`src/rtl/eth_tx_arbiter.sv`:
```
// Round-robin arbiter sharing one byte-wide encoder TX port among NUM_REQ frame buffers.
// Optional per-source frame and clamp counters under `TX_ARB_STATS_EN.
module eth_tx_arbiter #(
    parameter int NUM_REQ    = 2,
    parameter int LEN_W      = 11,
    parameter int MAX_LEN    = 1514,
    parameter int IFG_CYCLES = 24
) (
    input  logic                     i_sys_clk,
    input  logic                     i_nreset,
    input  logic [NUM_REQ-1:0]       i_req,
    input  logic [NUM_REQ*LEN_W-1:0] i_len,
    output logic [NUM_REQ-1:0]       o_gnt,
    output logic [LEN_W-1:0]         o_rd_addr,
    input  logic [NUM_REQ*8-1:0]     i_rd_data,
    output logic [NUM_REQ-1:0]       o_done,
    output logic                     tx_en,
    output logic [7:0]               tx_data,
    input  logic                     tx_ready,
    output logic                     o_busy
`ifdef TX_ARB_STATS_EN
    ,
    output logic [NUM_REQ*16-1:0]    o_frame_cnt,
    output logic [15:0]              o_drop_cnt
`endif
);

    localparam int PTR_W = (NUM_REQ > 1) ? $clog2(NUM_REQ) : 1;
    localparam int GAP_W = $clog2(IFG_CYCLES + 2);

    typedef enum logic [1:0] {IDLE, FETCH, STREAM, GAP} state_t;

    state_t             state_q, state_d;
    logic [NUM_REQ-1:0] gnt_q, gnt_d;
    logic [NUM_REQ-1:0] done_q, done_d;
    logic [LEN_W-1:0]   len_q, len_d;
    logic [LEN_W-1:0]   cnt_q, cnt_d;
    logic [LEN_W-1:0]   addr_q, addr_d;
    logic               tx_en_q, tx_en_d;
    logic [7:0]         tx_data_q, tx_data_d;
    logic [PTR_W-1:0]   ptr_q, ptr_d;
    logic [GAP_W-1:0]   gap_q, gap_d;

    logic [2*NUM_REQ-1:0] req_sh;
    logic                 found;
    logic [PTR_W-1:0]     win;
    logic [LEN_W-1:0]     len_sel;
    logic                 len_big;
    logic [7:0]           rd_byte;
    int                   w;

    // Rotate requests so bit 0 is the pointer position; first set bit wins.
    always_comb begin
        req_sh = {i_req, i_req} >> ptr_q;
        found  = 1'b0;
        win    = '0;
        w      = 0;
        for (int k = 0; k < NUM_REQ; k++) begin
            if (!found && req_sh[k]) begin
                found = 1'b1;
                w     = int'(ptr_q) + k;
                if (w >= NUM_REQ) w = w - NUM_REQ;
                win   = PTR_W'(w);
            end
        end
        len_sel = '0;
        for (int k = 0; k < NUM_REQ; k++)
            if (win == PTR_W'(k)) len_sel = i_len[k*LEN_W +: LEN_W];
        len_big = (len_sel > LEN_W'(MAX_LEN));
        rd_byte = '0;
        for (int k = 0; k < NUM_REQ; k++)
            if (gnt_q[k]) rd_byte = rd_byte | i_rd_data[k*8 +: 8];
    end

    always_comb begin
        state_d   = state_q;
        gnt_d     = (|done_q) ? '0 : gnt_q;
        done_d    = '0;
        len_d     = len_q;
        cnt_d     = cnt_q;
        addr_d    = addr_q;
        tx_en_d   = 1'b0;
        tx_data_d = 8'h00;
        ptr_d     = ptr_q;
        gap_d     = gap_q;
        case (state_q)
            IDLE: begin
                if (found && tx_ready) begin
                    for (int k = 0; k < NUM_REQ; k++) gnt_d[k] = (win == PTR_W'(k));
                    len_d   = len_big ? LEN_W'(MAX_LEN) : len_sel;
                    addr_d  = '0;
                    cnt_d   = '0;
                    ptr_d   = (win == PTR_W'(NUM_REQ - 1)) ? '0 : win + 1'b1;
                    state_d = FETCH;
                end
            end
            FETCH: begin
                if (len_q == '0) begin
                    done_d  = gnt_q;
                    gap_d   = '0;
                    state_d = GAP;
                end else begin
                    addr_d  = LEN_W'(1);
                    state_d = STREAM;
                end
            end
            STREAM: begin
                // Read data lags the address by one cycle, so byte cnt_q is on i_rd_data now.
                if (cnt_q != len_q) begin
                    tx_en_d   = 1'b1;
                    tx_data_d = rd_byte;
                    addr_d    = addr_q + 1'b1;
                    cnt_d     = cnt_q + 1'b1;
                end else begin
                    done_d  = gnt_q;
                    gap_d   = '0;
                    state_d = GAP;
                end
            end
            GAP: begin
                gap_d = gap_q + 1'b1;
                if (int'(gap_q) + 1 >= IFG_CYCLES) state_d = IDLE;
            end
            default: state_d = IDLE;
        endcase
    end

    always_ff @(posedge i_sys_clk) begin
        if (!i_nreset) begin
            state_q   <= IDLE;
            gnt_q     <= '0;
            done_q    <= '0;
            len_q     <= '0;
            cnt_q     <= '0;
            addr_q    <= '0;
            tx_en_q   <= 1'b0;
            tx_data_q <= 8'h00;
            ptr_q     <= '0;
            gap_q     <= '0;
        end else begin
            state_q   <= state_d;
            gnt_q     <= gnt_d;
            done_q    <= done_d;
            len_q     <= len_d;
            cnt_q     <= cnt_d;
            addr_q    <= addr_d;
            tx_en_q   <= tx_en_d;
            tx_data_q <= tx_data_d;
            ptr_q     <= ptr_d;
            gap_q     <= gap_d;
        end
    end

    assign o_gnt     = gnt_q;
    assign o_done    = done_q;
    assign o_rd_addr = addr_q;
    assign tx_en     = tx_en_q;
    assign tx_data   = tx_data_q;
    assign o_busy    = (state_q != IDLE);

`ifdef TX_ARB_STATS_EN
    logic [NUM_REQ-1:0][15:0] frame_q, frame_d;
    logic [15:0]              drop_q, drop_d;

    always_comb begin
        frame_d = frame_q;
        drop_d  = drop_q;
        for (int k = 0; k < NUM_REQ; k++)
            if (done_q[k] && len_q != '0 && frame_q[k] != 16'hFFFF)
                frame_d[k] = frame_q[k] + 16'd1;
        if (state_q == IDLE && found && tx_ready && len_big && drop_q != 16'hFFFF)
            drop_d = drop_q + 16'd1;
    end

    always_ff @(posedge i_sys_clk) begin
        if (!i_nreset) begin
            frame_q <= '0;
            drop_q  <= '0;
        end else begin
            frame_q <= frame_d;
            drop_q  <= drop_d;
        end
    end

    assign o_frame_cnt = frame_q;
    assign o_drop_cnt  = drop_q;
`endif

endmodule

```
`config.mk`:
```
export PLATFORM = sky130hd
export DESIGN_NAME = eth_tx_arbiter
export DESIGN_NICKNAME = d
export VERILOG_FILES = /design/src/rtl/eth_tx_arbiter.sv
export SDC_FILE = /design/constraint.sdc
export NUM_CORES = 1
export LEC_CHECK = 0
export BUFFER_PORTS_ARGS = -buffer_cell sky130_fd_sc_hd__buf_2
export CORE_MARGIN = 10
export CORE_UTILIZATION = 49
export CTS_CLUSTER_SIZE = 10
export DETAILED_ROUTE_END_ITERATION = 12
export PLACE_DENSITY = 0.75
export SETUP_SLACK_MARGIN = 0.3
export SLEW_MARGIN = 0
export SYNTH_ARGS = -nofsm -noshare
export SYNTH_HDL_FRONTEND = slang
export SYNTH_SLANG_ARGS = --single-unit
```
`constraint.sdc`:
```
create_clock -name i_sys_clk -period 2 [get_ports i_sys_clk]
set_input_delay 0.2 -clock i_sys_clk [delete_from_list [all_inputs] [get_ports i_sys_clk]]
set_output_delay 0.2 -clock i_sys_clk [all_outputs]
set_load 0.01 [all_outputs]
```
==> impl_metrics.sql <==
INSERT INTO impl_metrics (metric_group, metric, value, unit) VALUES
('run_status', 'outcome', 'finished clean', ''),
('route', 'finalWirelength', '11100', 'µm'),
('floorplan', 'pin_count', '68', ''),
('synth', 'ys_async_sr_fraction', '0', ''),
('placement', 'io_buffer_count', '67', ''),
('worst_setup_path', 'arrival', '2130', 'ps'),
('finish', 'antenna-diode-count', '0', ''),
('route', 'number_of_design_rule_violations_left_after_detail_routing', '0', ''),
('worst_setup_path', 'critPathMaxFanout', '7', ''),
('floorplan', 'die_area', '9710', 'µm²'),
('synth', 'ys_ff_latch', '54', ''),
('worst_setup_path', 'r2r.worst_path.cells', '6', ''),
('power', 'peak_supply_drop', '0.648', 'mV'),
('route', 'initialDrtViolationCount', '332', ''),
('route', 'final_routed_wire_length_divided_by_cell_count', '20.3', 'µm'),
('worst_setup_path', 'data_required_critical_path', '2250', 'ps'),
('placement', 'place_ws', '77.4', 'ps'),
('floorplan', 'row_count', '28', ''),
('placement', 'placedInstanceArea', '3590', 'µm²'),
('floorplan', 'placeableCoreArea', '5960', 'µm²'),
('grt', 'grtUsageTotal', '0.191', ''),
('placement', 'detailedPlacementHpwl', '6450', 'µm'),
('finish', 'footprint_of_the_multi_input_gates', '2230', 'µm²'),
('worst_setup_path', 'r2r_start', 'cnt_q[9]', ''),
('floorplan', 'fp.dieH', '98.5', 'µm'),
('sta', 'finalHoldViolCount', '0', ''),
('finish', 'final_area', '4410', 'µm²'),
('sta', 'fin_crit_sh', '0.938', ''),
('synth', 'post-synth-top-area-cell', 'sky130_fd_sc_hd__dfxtp_1', ''),
('route', 'drt_pass1_iterations', '5', ''),
('clock_network', 'clk_transition_reported_paths', '110', 'ps'),
('worst_setup_path', 'slowest_delay', '390', 'ps'),
('sta', 'worst_hold_slack', '85.9', 'ps'),
('worst_hold_path', 'min_delay_path_depth', '3', ''),
('worst_setup_path', 'timing.critical_path.slowest_stage_cell', 'sky130_fd_sc_hd__nor4_4', ''),
('sta', 'final.min_clock_period', '1880', 'ps'),
('finish', 'share_of_post_route_cells_with_drive_strength_above_1', '0.475', ''),
('sta', 'rsz0062_at_grt', 'true', ''),
('grt', 'globalRouteOverflowTotal', '0', ''),
('sta', 'drv_slew', '0', ''),
('clock_network', 'cts.root.buffer_cell', 'sky130_fd_sc_hd__clkbuf_8', ''),
('placement', 'gp_congestion', '0.852', ''),
('route', 'vias', '3536', ''),
('power', 'power_leakage', '1.85', 'nW'),
('worst_setup_path', 'timing_worst_setup_path_type', 'reg -> reg', ''),
('sta', 'fmax', '533', 'MHz'),
('synth', 'mappedNetlistArea', '3020', 'µm²'),
('synth', 'yosys.area.top_type_share', '0.358', ''),
('synth', 'postSynthAreaPerCell', '8.40', 'µm²'),
('clock_network', 'cts_max_path_buffers', '2', ''),
('worst_setup_path', 'terminus_of_the_critical_flop_to_flop_path', 'o_rd_addr[0]', ''),
('sta', 'worst-slew-pin-transition', '739', 'ps'),
('grt', 'number_of_antenna_violations_at_the_first_check_in_global_routing', '0', ''),
('synth', 'synthCells', '360', ''),
('worst_setup_path', 'path_cells', 'xor2_2, nor4_4, and4_4, buf_16, nor2_1, mux2i_1', ''),
('sta', 'final-setup-viol-count', '0', ''),
('grt', 'grt_start_max_net_pins', '25', ''),
('clock_network', 'clk-insertion-delay-late', '340', 'ps'),
('worst_setup_path', 'timing.reg2reg.setup_slack', '120', 'ps'),
('clock_network', 'cts.sink_count', '54', ''),
('worst_hold_path', 'holdPathEnd', 'tx_data[7]', ''),
('grt', 'number_of_global_route_vias_before_repair', '3204', ''),
('worst_hold_path', 'min-delay-path-class', 'in -> reg', ''),
('sta', 'minimum_setup_slack_in_the_final_design', '124', 'ps'),
('clock_network', 'cts_buffers', '5', ''),
('worst_setup_path', 'element_type_at_the_critical_path_start', 'register', ''),
('synth', 'synth-seq-area-share', '0.358', ''),
('clock_network', 'h_tree_levels', '2', ''),
('synth', 'dominantRegCellSynth', 'sky130_fd_sc_hd__dfxtp_1', ''),
('floorplan', 'initial_core_util', '0.508', ''),
('route', 'count_of_nets_left_with_antenna_violations_after_detail_routing', '0', '');
through the flow:
stage | power (mW) | std cells
final | 4.78 | 547
after global routing | 4.95 | 547
after CTS | 4.20 | 534
after detailed placement | 2.94 | 504
after global placement | 2.91 | 504
after floorplan | 2.44 | 360
synth_stat cells (4+ instances only):
cell                       instances
sky130_fd_sc_hd__xor2_1           11
sky130_fd_sc_hd__o21ai_1           8
sky130_fd_sc_hd__dfxtp_1          54
sky130_fd_sc_hd__nand2_1          32
sky130_fd_sc_hd__ha_1              9
sky130_fd_sc_hd__nor2b_1           4
sky130_fd_sc_hd__mux2i_1           5
sky130_fd_sc_hd__o41ai_1           4
sky130_fd_sc_hd__o311ai_0          5
sky130_fd_sc_hd__clkbuf_1         10
sky130_fd_sc_hd__nor2_1           43
sky130_fd_sc_hd__a22oi_1           8
sky130_fd_sc_hd__o221ai_1          6
sky130_fd_sc_hd__mux2_2            6
sky130_fd_sc_hd__o211ai_1          5
sky130_fd_sc_hd__o31ai_1           6
sky130_fd_sc_hd__o21ai_0           8
sky130_fd_sc_hd__a211oi_1          7
sky130_fd_sc_hd__a31oi_1           6
sky130_fd_sc_hd__or4_1             6
sky130_fd_sc_hd__o311ai_1          4
sky130_fd_sc_hd__and2_1            5
sky130_fd_sc_hd__nand3_1          15
sky130_fd_sc_hd__a21oi_1          18
sky130_fd_sc_hd__inv_1            11
sky130_fd_sc_hd__nor3_1            4
sky130_fd_sc_hd__a21o_1            4
sky130_fd_sc_hd__nand4_1           8
sky130_fd_sc_hd__buf_2             4
registers in the layout (all words and copies together) (netlist names):
signal and count:
o_gnt 2, ptr_q 1, len_q 11, cnt_q 11, tx_en 1, tx_data 8
o_done 2, o_rd_addr 11, state_q 2, gap_q 5
metal layers:
metal,wire [µm],up-vias,global-route usage
met5,0,-,0
met4,274,0,0.0728
met3,873,36,0.0433
met2,5380,221,0.318
met1,4600,1700,0.232
li1,-,1579,-
repair_timing:
action                                 4_1_cts  5_1_grt
buffers inserted                            20       13
endpoints found under the hold margin        0        0
gates cloned                                 2        0
pin swaps                                   28       30
gates resized for setup                     51       53
hold buffers                                 0        0
setup endpoints to repair                   49       48
area by class of cell:
type,instances,share of cell area
clock inverters,3,0.00567
repair buffers,120,0.185
clock buffers,5,0.0156
multi-input cells,279,0.506
well taps,75,0.0213
flip-flops and latches,54,0.256
inverters,11,0.0111
cell families after synthesis:
kind of cell | count (synthesis) | synth area share
AO/OA/AOI/OAI | 107 | 0.262
XOR/XNOR | 12 | 0.0373
adder cells (fa/ha/maj) | 9 | 0.0373
buffers and inverters | 28 | 0.0364
flip-flops | 54 | 0.358
multiplexers | 11 | 0.0389
AND/OR/NAND/NOR | 139 | 0.231
power by group:
group | switching (mW) | internal (mW) | leakage, nW
Combinational | 1.51 | 1.23 | 1.35
Sequential | 0.164 | 1.20 | 0.450
Clock | 0.422 | 0.254 | 0.0447
Total | 2.10 | 2.69 | 1.85
critical path, delay by kind of cell (launching register included):
| family | cells | cell delay [ps] |
|---|---|---|
| xor+xnor | 1 | 180 |
| buf+inv | 1 | 140 |
| flops | 1 | 380 |
| mux | 1 | 220 |
| simple gates | 3 | 860 |
layout by cell type (no fill, tap or decap), types with 7 or more instances in the layout:
cell type and n:
sky130_fd_sc_hd__dfxtp_2 15, sky130_fd_sc_hd__a21oi_1 10, sky130_fd_sc_hd__dfxtp_1 31, sky130_fd_sc_hd__o21ai_1 9, sky130_fd_sc_hd__buf_6 11, sky130_fd_sc_hd__nand2_1 29
sky130_fd_sc_hd__buf_2 67, sky130_fd_sc_hd__a22oi_1 8, sky130_fd_sc_hd__dfxtp_4 8, sky130_fd_sc_hd__xor2_2 8, sky130_fd_sc_hd__inv_1 9, sky130_fd_sc_hd__buf_4 39
sky130_fd_sc_hd__nand3_1 12, sky130_fd_sc_hd__a211oi_1 7, sky130_fd_sc_hd__a21oi_2 7, sky130_fd_sc_hd__nor2_1 38, sky130_fd_sc_hd__nand4_1 8
how the worst max path moves through the flow:
stage          cells after the start      endpoint  slack (ps)        from
6_report                           6  o_rd_addr[0]         120    cnt_q[9]
5_1_grt                            7      gap_q[2]          50    cnt_q[5]
4_1_cts                            8  o_rd_addr[1]         230  state_q[1]
3_5_place_dp                       5  o_rd_addr[7]          80    cnt_q[6]
3_3_place_gp                       5  o_rd_addr[7]         100    cnt_q[6]
2_1_floorplan                      8     cnt_q[10]         270  state_q[0]
Note: power is estimated with default switching activity, not from simulation.
